File: src/rtl/rs_pulse_sequencer_pkg.sv
`default_nettype none
// ============================================================================
// Module      : rs_seq_pkg
// Description : State encoding, op constants and sizing helper for the
//               RS latch pulse sequencer.
// Revision    : 1.0 - initial release
// ============================================================================
package rs_seq_pkg;

    typedef enum logic [1:0] {
        IDLE   = 2'd0,
        PULSE  = 2'd1,
        VERIFY = 2'd2,
        GAP    = 2'd3
    } state_t;

    localparam logic OP_SET = 1'b1;
    localparam logic OP_RST = 1'b0;

    function automatic int max3(input int a, input int b, input int c);
        int m;
        m = (a > b) ? a : b;
        return (m > c) ? m : c;
    endfunction

endpackage
`default_nettype wire

File: src/rtl/rs_pulse_sequencer_sync2.sv
`default_nettype none
// ============================================================================
// Module      : sync2
// Description : Parameterized-width two-flop synchronizer, cleared by rst.
// Revision    : 1.0 - initial release
// ============================================================================
module sync2 #(
    parameter int WIDTH = 1
) (
    input  logic             clk,
    input  logic             rst,
    input  logic [WIDTH-1:0] i_d,
    output logic [WIDTH-1:0] o_q
);

    logic [WIDTH-1:0] r_meta;
    logic [WIDTH-1:0] r_sync;

    always_ff @(posedge clk or posedge rst) begin
        if (rst) begin
            r_meta <= '0;
            r_sync <= '0;
        end else begin
            r_meta <= i_d;
            r_sync <= r_meta;
        end
    end

    assign o_q = r_sync;

endmodule
`default_nettype wire

File: src/rtl/rs_pulse_sequencer.sv
`default_nettype none
// ============================================================================
// Module      : rs_pulse_sequencer
// Description : Drives fixed-width S/R pulses into a bank of NOR RS latches,
//               one command at a time. Q readback enabled by RS_SEQ_VERIFY_EN.
// Revision    : 1.0 - initial release
// ============================================================================
module rs_pulse_sequencer
    import rs_seq_pkg::*;
#(
    parameter int N_CELLS = 8,
    parameter int PULSE_W = 4,
    parameter int GAP_W   = 2,
    parameter int TIMEOUT = 15,
    localparam int IDXW   = (N_CELLS > 1) ? $clog2(N_CELLS) : 1
) (
    input  logic               clk,
    input  logic               rst,
    input  logic               cmd_valid,
    output logic               cmd_ready,
    input  logic               cmd_op,
    input  logic [IDXW-1:0]    cmd_idx,
    output logic [N_CELLS-1:0] s,
    output logic [N_CELLS-1:0] r,
    input  logic [N_CELLS-1:0] q,
    output logic               busy,
    output logic               done,
    output logic               err
);

    localparam int c_CNT_W = $clog2(max3(PULSE_W, GAP_W, TIMEOUT) + 1);

    localparam logic [N_CELLS-1:0] c_ONE         = N_CELLS'(1);
    localparam logic [IDXW:0]      c_N_IDX       = (IDXW + 1)'(N_CELLS);
    localparam logic [c_CNT_W-1:0] c_CNT_ONE     = c_CNT_W'(1);
    localparam logic [c_CNT_W-1:0] c_CNT_PULSE   = c_CNT_W'(PULSE_W);
    localparam logic [c_CNT_W-1:0] c_CNT_GAP     = c_CNT_W'(GAP_W);
    localparam logic [c_CNT_W-1:0] c_CNT_TIMEOUT = c_CNT_W'(TIMEOUT);

    state_t             r_state;
    logic [c_CNT_W-1:0] r_cnt;
    logic               r_op;
    logic [IDXW-1:0]    r_idx;
    logic               r_bad;
    logic [N_CELLS-1:0] r_s;
    logic [N_CELLS-1:0] r_r;
    logic               r_ready;
    logic               r_done;
    logic               r_err;

    logic               w_idx_ok;
    logic [N_CELLS-1:0] w_sel;

    assign w_idx_ok = ({1'b0, cmd_idx} < c_N_IDX);
    assign w_sel    = c_ONE << cmd_idx;

`ifdef RS_SEQ_VERIFY_EN
    logic [N_CELLS-1:0] w_q_sync;
    logic               w_q_hit;

    sync2 #(.WIDTH(N_CELLS)) u_sync2 (
        .clk (clk),
        .rst (rst),
        .i_d (q),
        .o_q (w_q_sync)
    );

    assign w_q_hit = (w_q_sync[r_idx] == r_op);
`else
    logic w_unused;
    assign w_unused = ^{q, r_op, r_idx};
`endif

    always_ff @(posedge clk or posedge rst) begin
        if (rst) begin
            r_state <= IDLE;
            r_cnt   <= '0;
            r_op    <= OP_RST;
            r_idx   <= '0;
            r_bad   <= 1'b0;
            r_s     <= '0;
            r_r     <= '0;
            r_ready <= 1'b0;
            r_done  <= 1'b0;
            r_err   <= 1'b0;
        end else begin
            r_done <= 1'b0;
            r_err  <= 1'b0;
            case (r_state)
                IDLE: begin
                    r_ready <= 1'b1;
                    if (cmd_valid && r_ready) begin
                        r_ready <= 1'b0;
                        r_op    <= cmd_op;
                        r_idx   <= cmd_idx;
                        r_bad   <= !w_idx_ok;
                        r_state <= PULSE;
                        if (w_idx_ok) begin
                            r_cnt <= c_CNT_PULSE;
                            r_s   <= (cmd_op == OP_SET) ? w_sel : '0;
                            r_r   <= (cmd_op == OP_RST) ? w_sel : '0;
                        end else begin
                            // Bad index: one silent PULSE cycle carries the ERR pulse
                            r_cnt <= c_CNT_ONE;
                            r_err <= 1'b1;
                        end
                    end
                end
                PULSE: begin
                    if (r_cnt == c_CNT_ONE) begin
                        r_s <= '0;
                        r_r <= '0;
`ifdef RS_SEQ_VERIFY_EN
                        if (r_bad) begin
                            r_state <= GAP;
                            r_cnt   <= c_CNT_GAP;
                        end else begin
                            r_state <= VERIFY;
                            r_cnt   <= c_CNT_TIMEOUT;
                        end
`else
                        r_state <= GAP;
                        r_cnt   <= c_CNT_GAP;
                        r_done  <= !r_bad;
`endif
                    end else begin
                        r_cnt <= r_cnt - c_CNT_ONE;
                    end
                end
                VERIFY: begin
`ifdef RS_SEQ_VERIFY_EN
                    if (w_q_hit) begin
                        r_done  <= 1'b1;
                        r_state <= GAP;
                        r_cnt   <= c_CNT_GAP;
                    end else if (r_cnt == c_CNT_ONE) begin
                        r_err   <= 1'b1;
                        r_state <= GAP;
                        r_cnt   <= c_CNT_GAP;
                    end else begin
                        r_cnt <= r_cnt - c_CNT_ONE;
                    end
`else
                    r_state <= GAP;
                    r_cnt   <= c_CNT_GAP;
`endif
                end
                GAP: begin
                    if (r_cnt == c_CNT_ONE) begin
                        r_state <= IDLE;
                        r_ready <= 1'b1;
                    end else begin
                        r_cnt <= r_cnt - c_CNT_ONE;
                    end
                end
                default: r_state <= IDLE;
            endcase
        end
    end

    assign cmd_ready = r_ready;
    assign s         = r_s;
    assign r         = r_r;
    assign busy      = (r_state != IDLE);
    assign done      = r_done;
    assign err       = r_err;

endmodule
`default_nettype wire

File: config.mk
export PLATFORM = sky130hd
export DESIGN_NAME = rs_pulse_sequencer
export DESIGN_NICKNAME = d
export VERILOG_FILES = /design/src/rtl/rs_pulse_sequencer_pkg.sv /design/src/rtl/rs_pulse_sequencer_sync2.sv /design/src/rtl/rs_pulse_sequencer.sv
export SDC_FILE = /design/constraint.sdc
export NUM_CORES = 1
export LEC_CHECK = 0
export ABC_AREA = 1
export CAP_MARGIN = 20
export CORE_UTILIZATION = 35
export CTS_CLUSTER_DIAMETER = 80
export DETAILED_ROUTE_END_ITERATION = 8
export HOLD_SLACK_MARGIN = 0.1
export PLACE_DENSITY_LB_ADDON = 0.08
export SYNTH_ARGS = -nofsm -noshare
export SYNTH_HDL_FRONTEND = slang
export SYNTH_HIERARCHICAL = 1
export SYNTH_SLANG_ARGS = --single-unit
File: constraint.sdc
create_clock -name clk -period 1.7 [get_ports clk]
set_clock_uncertainty 0.15 [all_clocks]
set_input_delay 0.425 -clock clk [delete_from_list [all_inputs] [get_ports clk]]
set_output_delay 0.425 -clock clk [all_outputs]
set_load 0.01 [all_outputs]
### Yosys cells after proc, flatten, opt, wreduce, memory -nomap -nowiden

Cells that the tools add are included.

* bits of input ports: 15
* output and inout port bits: 20
* bits in registers: 24
* logic and storage cells: 45

* multiplexer cells: 20
* shift operators: 1
* eq/ne operators: 8
* $add $sub $neg: 1
* reductions and logical operators: 9

Operators by type and width (count)
* 8-bit two-way mux: 5
* 8-bit case mux with 2 select lines: 2
* 4-bit case mux with 4 select lines: 1
* 4-bit two-way mux: 3
* 2-bit inequality test (second input constant): 4
* 2-bit case mux with 4 select lines: 1
* 1-bit by 3-bit left shift with 8-bit output (first input constant): 1
* 2-bit two-way mux: 3
* 3-bit AND reduction: 2
* 2-bit nonzero test: 3
* 2-bit == test (second input constant): 2
* 4-bit by 1-bit == test with 1-bit output (second input constant): 1
* 1-bit two-way mux: 4
* 2-bit AND reduction: 2
* 4-bit by 1-bit subtractor with 4-bit output (second input constant): 1
* 2-bit by 1-bit == test with 1-bit output (second input constant): 1
* 2-bit logical NOT: 1
* 1-bit case mux with 2 select lines: 1
* 1-bit logical AND: 1

### Longest topological paths before layout

Gate-level depths: netlist of the first run.

* word-level depth: 4
* mapped depth: 9
* gate-level depth less buffers: 8

### Least setup slack after synthesis of the first run

No wires, ideal clock.

* path type: register to register
* from: reg r_state[0]
* to: reg r_s[4], in the netlist s[4]
* slack: 0.059 ns
* stages on the path, launching flop included: 8
* path buffers: 1
* arrival time: 1.374 ns
* clock period less this slack: 1.641 ns
* required time: 1.433 ns
* setup time: 0.117 ns
* cell sequence: dfrtp_1 -> inv_1 -> ha_1 -> nor2_1 -> nor2_8 -> buf_4 -> nand3_1 -> nand2_1

* longest elaborated chain between the ends: 3
* elaborated cells between the ends (all ways): 7
* those cells by class: 3 x eq/ne; 1 x mux; 3 x reduce/logical

Ends and longest elaborated chain
* start, declared: RTL line rs_pulse_sequencer.sv:40 `state_t r_state;`
* start signal, assigned: RTL line rs_pulse_sequencer.sv:76 `r_state <= IDLE;`
* start signal, assigned: RTL line rs_pulse_sequencer.sv:97 `r_state <= PULSE;`
* start signal, assigned: RTL line rs_pulse_sequencer.sv:122 `r_state <= GAP;`
* 2-bit by 1-bit == test with 1-bit output / 2-bit logical NOT (equally long branches): RTL line rs_pulse_sequencer.sv:89 `case (r_state)`
* 2-bit inequality test (no line) / 2-bit nonzero test (equally long branches)
* 3-bit AND reduction (no line)
* end signal, assigned: RTL line rs_pulse_sequencer.sv:100 `r_s <= (cmd_op == OP_SET) ? w_sel : '0;`
* end, declared: RTL line rs_pulse_sequencer.sv:45 `logic [N_CELLS-1:0] r_s;`

Several ways; a longest one is shown, not always the timed one.
A chain may end at the register's enable or synchronous reset.

### Worst setup path after layout of the first run

* from: reg r_state[0]
* to: out busy

* longest elaborated chain between the ends: 1

Ends and longest elaborated chain
* 2-bit nonzero test: RTL line rs_pulse_sequencer.sv:164 `assign busy = (r_state != IDLE);`
* end, declared: RTL line rs_pulse_sequencer.sv:26 `output logic busy,`

Every way passes these cells.

==> metrics, run 1 <==
result of the run finished clean; reg2reg path depth 7; placed standard-cell area 0.001712 mm2; clock tree from TritonCTS built; clock buffer depth 2; EDFF count, synth 0; number of distinct library cells after synthesis 19; antenna violations before repair 0; most used standard cell by instance count after synthesis sky130_fd_sc_hd__nand2_1; Worst Setup Path Type reg -> out; Post-Syn Area 0.001338 mm2; Seq cells post-synth 24; cell depth of the worst min-delay path 2; endpoint arrival time on the critical path 1040 ps; clock insertion delay at the later pin of the skew report 270 ps; final worst slack 80.17 ps; post-detailed-route DRC marker count 0; number of vias per cell 4.544; nets in the synthesized netlist 199; origin of the worst min-delay path s[1]; Total Wirelength 2.663 mm; power per standard cell area 1781 mW/mm2; area added between synthesis and finish 33.12%; setup_tns 0 ps; detailed-route via count 1186; final-report max-slew violation count 0; RR Endpoint r[0]; post-route minimum period 1620 ps; Post-Layout Inst Area 0.001780 mm2; number of warnings issued by yosys 6; pin count of the biggest net entering global routing 25; full die area 0.004073 mm2; main flop type after synthesis sky130_fd_sc_hd__dfrtp_1; syn avg cell area 7.557 um2; Placer Congestion 0.8577; unrepaired setup endpoints after global routing no; wire length of the first global-routing pass 5.037 mm; post-detailed-route count of antenna-violating nets 0; antenna cell count 0; maximum fanout encountered on the critical timing path 2; proportion of netlist area held by the largest area contributor 0.4490; number of primary I/O pins 35; sort of element at the end of the critical path output port; most numerous cell types in the synthesized netlist sky130_fd_sc_hd__nand2_1 (59), sky130_fd_sc_hd__nand3_1 (30), sky130_fd_sc_hd__dfrtp_1 (24), sky130_fd_sc_hd__nor2_1 (23), sky130_fd_sc_hd__inv_1 (17); area of the placeable core 0.003661 mm2; final setup violating endpoints 0; vertical die dimension 63.82 um; total clock sinks 24; slack of the worst reg-to-reg path 110 ps; H-tree lvl count 1; async set or reset register ratio after synthesis 1.000; # Max-Cap Violations 0; Synth area leader sky130_fd_sc_hd__dfrtp_1; Max VDD drop 0.8367 mV; filler cell count 379; register clock-pin slew on the reported worst setup and hold paths 80 ps; estimated wirelength of the detail-placed design 2.052 mm; element type at the critical path start flip-flop; highest clock frequency the design can meet 617.4 MHz; Die Span X 63.82 um; all-layer global routing usage 0.1588; number of standard cells after synthesis 177; via count of the first global-routing pass 1157; std cell rows 22; iteration count of the initial detailed-routing pass 4; I/O Buffers 25; number of hold violations in the final report 0; Worst Path Required 1120 ps; grt total ovfl 0; clock root buffer master sky130_fd_sc_hd__clkbuf_8; FF-to-FF Start r_state[0]; power after layout 3171 uW; Leakage Power 0.001030 uW; effective utilization at floorplan 0.3653; Worst Hold End s[1]; fraction of layout instances using a drive strength above 1 0.1408; WL per Instance 10.20 um; main area contributors after synthesis sky130_fd_sc_hd__dfrtp_1 (45%), sky130_fd_sc_hd__nand2_1 (17%), sky130_fd_sc_hd__nand3_1 (11%), sky130_fd_sc_hd__ha_1 (6.5%), sky130_fd_sc_hd__nor2_1 (6.5%); number of CTS-inserted buffers 3; nets 236; sequential element share of the synthesized area 0.4490; hold buffer count at cts 0; fraction of the cycle the final worst path needs 0.9528; DRC marker count from the first detailed-route iteration 55; class of the tightest hold or removal check reg -> reg; Placement Setup Slack -69.36 ps
-- sequential cells by signal (all words and copies together), names as in the netlist --
register   flops
done           1
cmd_ready      1
r_cnt          4
r              8
r_state        2
s              8
-- worst max-delay path: stages (launching register included) --
cell                      delay [ps]
sky130_fd_sc_hd__dfrtp_1         390
sky130_fd_sc_hd__inv_2            80
sky130_fd_sc_hd__ha_4            130
sky130_fd_sc_hd__inv_1            40
sky130_fd_sc_hd__buf_2           130
-- cells by family after synthesis --
kind of cell / share of synthesized area
simple gates: 0.3901
flops: 0.4490
buf+inv: 0.07950
fa+ha+maj: 0.06548
compound gates: 0.01310
other cells: 0.002804
-- layout by cell type, fill, tap and decap left out --
cell	instances
sky130_fd_sc_hd__ha_1	5
sky130_fd_sc_hd__nand3_1	30
sky130_fd_sc_hd__nand2_2	4
sky130_fd_sc_hd__nor2_8	1
sky130_fd_sc_hd__buf_2	1
sky130_fd_sc_hd__clkdlybuf4s50_1	6
sky130_fd_sc_hd__o21ai_0	2
sky130_fd_sc_hd__inv_2	3
sky130_fd_sc_hd__nor2_2	1
sky130_fd_sc_hd__clkbuf_8	3
sky130_fd_sc_hd__nor2_1	22
sky130_fd_sc_hd__inv_1	15
sky130_fd_sc_hd__nand3b_1	1
sky130_fd_sc_hd__ha_2	1
sky130_fd_sc_hd__buf_4	11
sky130_fd_sc_hd__dfrtp_1	24
sky130_fd_sc_hd__nand2_4	1
sky130_fd_sc_hd__buf_12	1
sky130_fd_sc_hd__conb_1	1
sky130_fd_sc_hd__nand4_1	1
sky130_fd_sc_hd__o211ai_1	1
sky130_fd_sc_hd__or2_4	1
sky130_fd_sc_hd__ha_4	1
sky130_fd_sc_hd__bufinv_16	1
sky130_fd_sc_hd__dlygate4sd2_1	18
sky130_fd_sc_hd__nand2_1	57
-- worst max-delay path by stage --
stage	slack, ps	start	to
after floorplan	60	r_state[0]	s[4]
after global placement	-50	r_state[0]	busy
after detailed placement	-70	r_state[0]	busy
after CTS	30	r_state[0]	busy
after global routing	1	r_state[0]	busy
final	80	r_state[0]	busy
-- timing repair --
item / in CTS / in global routing
buffers inserted: 0 / 0
setup endpoints to repair: 35 / 19
gates resized for setup: 26 / 5
-- through the flow --
stage | instances | utilization | hold slack [ps]
5_1_grt | 261 | 0.4863 | 347.6
4_1_cts | 261 | 0.4815 | 325.7
6_report | 261 | 0.4863 | 317.1
3_5_place_dp | 257 | 0.4675 | 307.9
3_3_place_gp | 257 | 0.4675 | 304.6
2_1_floorplan | 177 | - | 289.6
-- layout make-up --
type                    instances  area, um2  share of cell area
multi-input cells             130      655.6              0.3682
clock buffers                   3      41.29             0.02319
inverters                      18      67.56             0.03795
well taps                      48      60.06             0.03373
clock inverters                 1      30.03             0.01687
repair buffers                 37      325.3              0.1827
flip-flops and latches         24      600.6              0.3373
-- where the power goes --
group / switching [uW] / internal [uW]
combinational: 1040 / 764
clock: 187 / 315
sequential: 105 / 763
-- per-layer routing --
metal	share of wire	up-vias	GRT usage	routed length (um)
li1	-	625	-	-
met5	0	-	0	0
met2	0.45	26	0.2580	1189
met4	0.018	0	0.05966	48
met1	0.50	530	0.2112	1335
met3	0.034	5	0.02500	90
Note: power is estimated with default switching activity, not from simulation.
==> run 2, diff against run 1 <==
Settings changed: CORE_UTILIZATION 35 to 43, TNS_END_PERCENT set to 30.
==> run 2 against run 1 <==
Effect of this change:
- the flow now finishes with violations (DRC)
- worst hold slack worse by 36 ps
- utilization up 14 points
- critical endpoint unchanged
- routed wire length up 7.2%
- clock power down 51%
- die area down 18%
- non-clock buffer count up 1
- global-route usage up 2.2 points
==> metrics, run 2 (synthesis gave the netlist of run 1 again) <==
crit-path most repeated cell sky130_fd_sc_hd__inv_2; Die Span X 57.77 um; grt total ovfl 0; class of the tightest hold or removal check in -> async; Worst Setup Path Type reg -> out; I/O Buffers 25; clock root buffer master sky130_fd_sc_hd__clkbuf_4; result of the run finished with violations; std cell rows 19; via count of the first global-routing pass 1121; final-report max-slew violation count 0; all-layer global routing usage 0.1808; post-detailed-route count of antenna-violating nets 0; antenna cell count 0; Placement Setup Slack -56.42 ps; element type at the critical path start flip-flop; power per standard cell area 1797 mW/mm2; fraction of the cycle the final worst path needs 0.9789; estimated wirelength of the detail-placed design 1.997 mm; highest clock frequency the design can meet 600.9 MHz; WL per Instance 11.65 um; full die area 0.003337 mm2; # Max-Cap Violations 0; area of the placeable core 0.002853 mm2; DRC marker count from the first detailed-route iteration 39; leading cell type in the layout, fill and taps excluded sky130_fd_sc_hd__nand2_1; wire length of the first global-routing pass 4.719 mm; Total Wirelength 2.854 mm; Worst Path Required 1120 ps; effective utilization at floorplan 0.4689; clock tree from TritonCTS built; clock buffer depth 2; post-route minimum period 1664 ps; pin count of the biggest net entering global routing 25; kind of cell with the highest combined delay on the critical path flip-flops; hold buffer count at cts 0; endpoint arrival time on the critical path 1090 ps; antenna violations before repair 0; library cell contributing the largest single delay on the critical path sky130_fd_sc_hd__dfrtp_1; unrepaired setup endpoints after global routing yes; reg2reg path depth 7; beginning of the critical path r_state[1]; post-detailed-route DRC marker count 1; number of primary I/O pins 35; register clock-pin slew on the reported worst setup and hold paths 140 ps; RR Endpoint s[7]; maximum fanout encountered on the critical timing path 2; Placer Congestion 0.9336; number of CTS-inserted buffers 3; nets 238; fraction of layout instances using a drive strength above 1 0.1542; number of vias per cell 4.861; peak per-stage delay on the critical path 410 ps; slack of the worst reg-to-reg path 60 ps; vertical die dimension 57.77 um; number of hold violations in the final report 0; FF-to-FF Start r_state[1]; final worst slack 35.94 ps; H-tree lvl count 1; sequence of cells on the critical path inv_2, ha_4, inv_2, buf_6; most frequent cells in the layout sky130_fd_sc_hd__nand2_1 (57), sky130_fd_sc_hd__nand3_1 (29), sky130_fd_sc_hd__dfrtp_1 (24), sky130_fd_sc_hd__nor2_1 (22), sky130_fd_sc_hd__dlygate4sd2_1 (18); failing checks DRC; final setup violating endpoints 0; area added between synthesis and finish 33.02%; Post-Layout Inst Area 0.001779 mm2; total clock sinks 24; detailed-route via count 1191; Max VDD drop 0.8874 mV; sort of element at the end of the critical path output port; clock insertion delay at the later pin of the skew report 320 ps; worst path bufs/invs 3; iteration count of the initial detailed-routing pass 6; placed standard-cell area 0.001690 mm2; Leakage Power 0.001032 uW
==> run 2: routing by layer <==
metal	global-route usage	vias up	share of wire	wire length, um
met2	0.2824	30	0.44	1242
met3	0.02009	4	0.038	108
met4	0.07143	0	0.013	37
met1	0.2586	532	0.51	1466
li1	-	625	-	-
met5	0	-	0	0
==> run 2: worst max path at each step <==
stage / cells past startpoint / to / slack [ps]
CTS: 4 / busy / -120
global placement: 4 / busy / -50
floorplan: 7 / s[4] / 60
global route: 7 / r[4] / -20
detailed placement: 4 / busy / -60
finish: 4 / busy / 40
==> run 2: worst register-to-register path: stages, from the launching register on <==
cell	delay [ps]
sky130_fd_sc_hd__dfrtp_1	410
sky130_fd_sc_hd__inv_2	80
sky130_fd_sc_hd__buf_4	100
sky130_fd_sc_hd__ha_2	250
sky130_fd_sc_hd__nand2_2	170
sky130_fd_sc_hd__buf_4	210
sky130_fd_sc_hd__nand3_1	100
sky130_fd_sc_hd__nand2_1	60
==> run 2: final cells by class <==
class	instances	area, um2
Multi-Input combinational cell	131	690.7
Sequential cell	24	600.6
Clock buffer	3	22.52
Timing Repair Buffer	38	356.6
Fill cell	250	1074
Inverter	18	70.07
Tap cell	31	38.79
==> run 2: metrics by stage <==
stage	hold slack, ps	total power, uW	setup TNS (ps)	std cells	util
after global placement	303.9	2686	-333.7	240	0.5925
after detailed placement	307.9	2725	-355.2	240	0.5925
final	281.5	3197	0	245	0.6237
after global routing	318.9	3499	-73.09	245	0.6237
after CTS	297.7	2912	-120.4	243	0.5956
after floorplan	289.6	2038	0	177	-
==> run 2: timing repair <==
action | 4_1_cts | 5_1_grt
cloned | 0 | 2
setup endpoints to repair | 35 | 21
resized for setup | 24 | 14
setup buffers | 0 | 1
pin swaps | 0 | 4
endpoints found under the hold margin | 0 | 0
==> run 2: power breakdown <==
group / internal [uW] / switching (uW)
logic: 905 / 1180
clock network: 82.8 / 165
registers: 762 / 104
total: 1750 / 1450
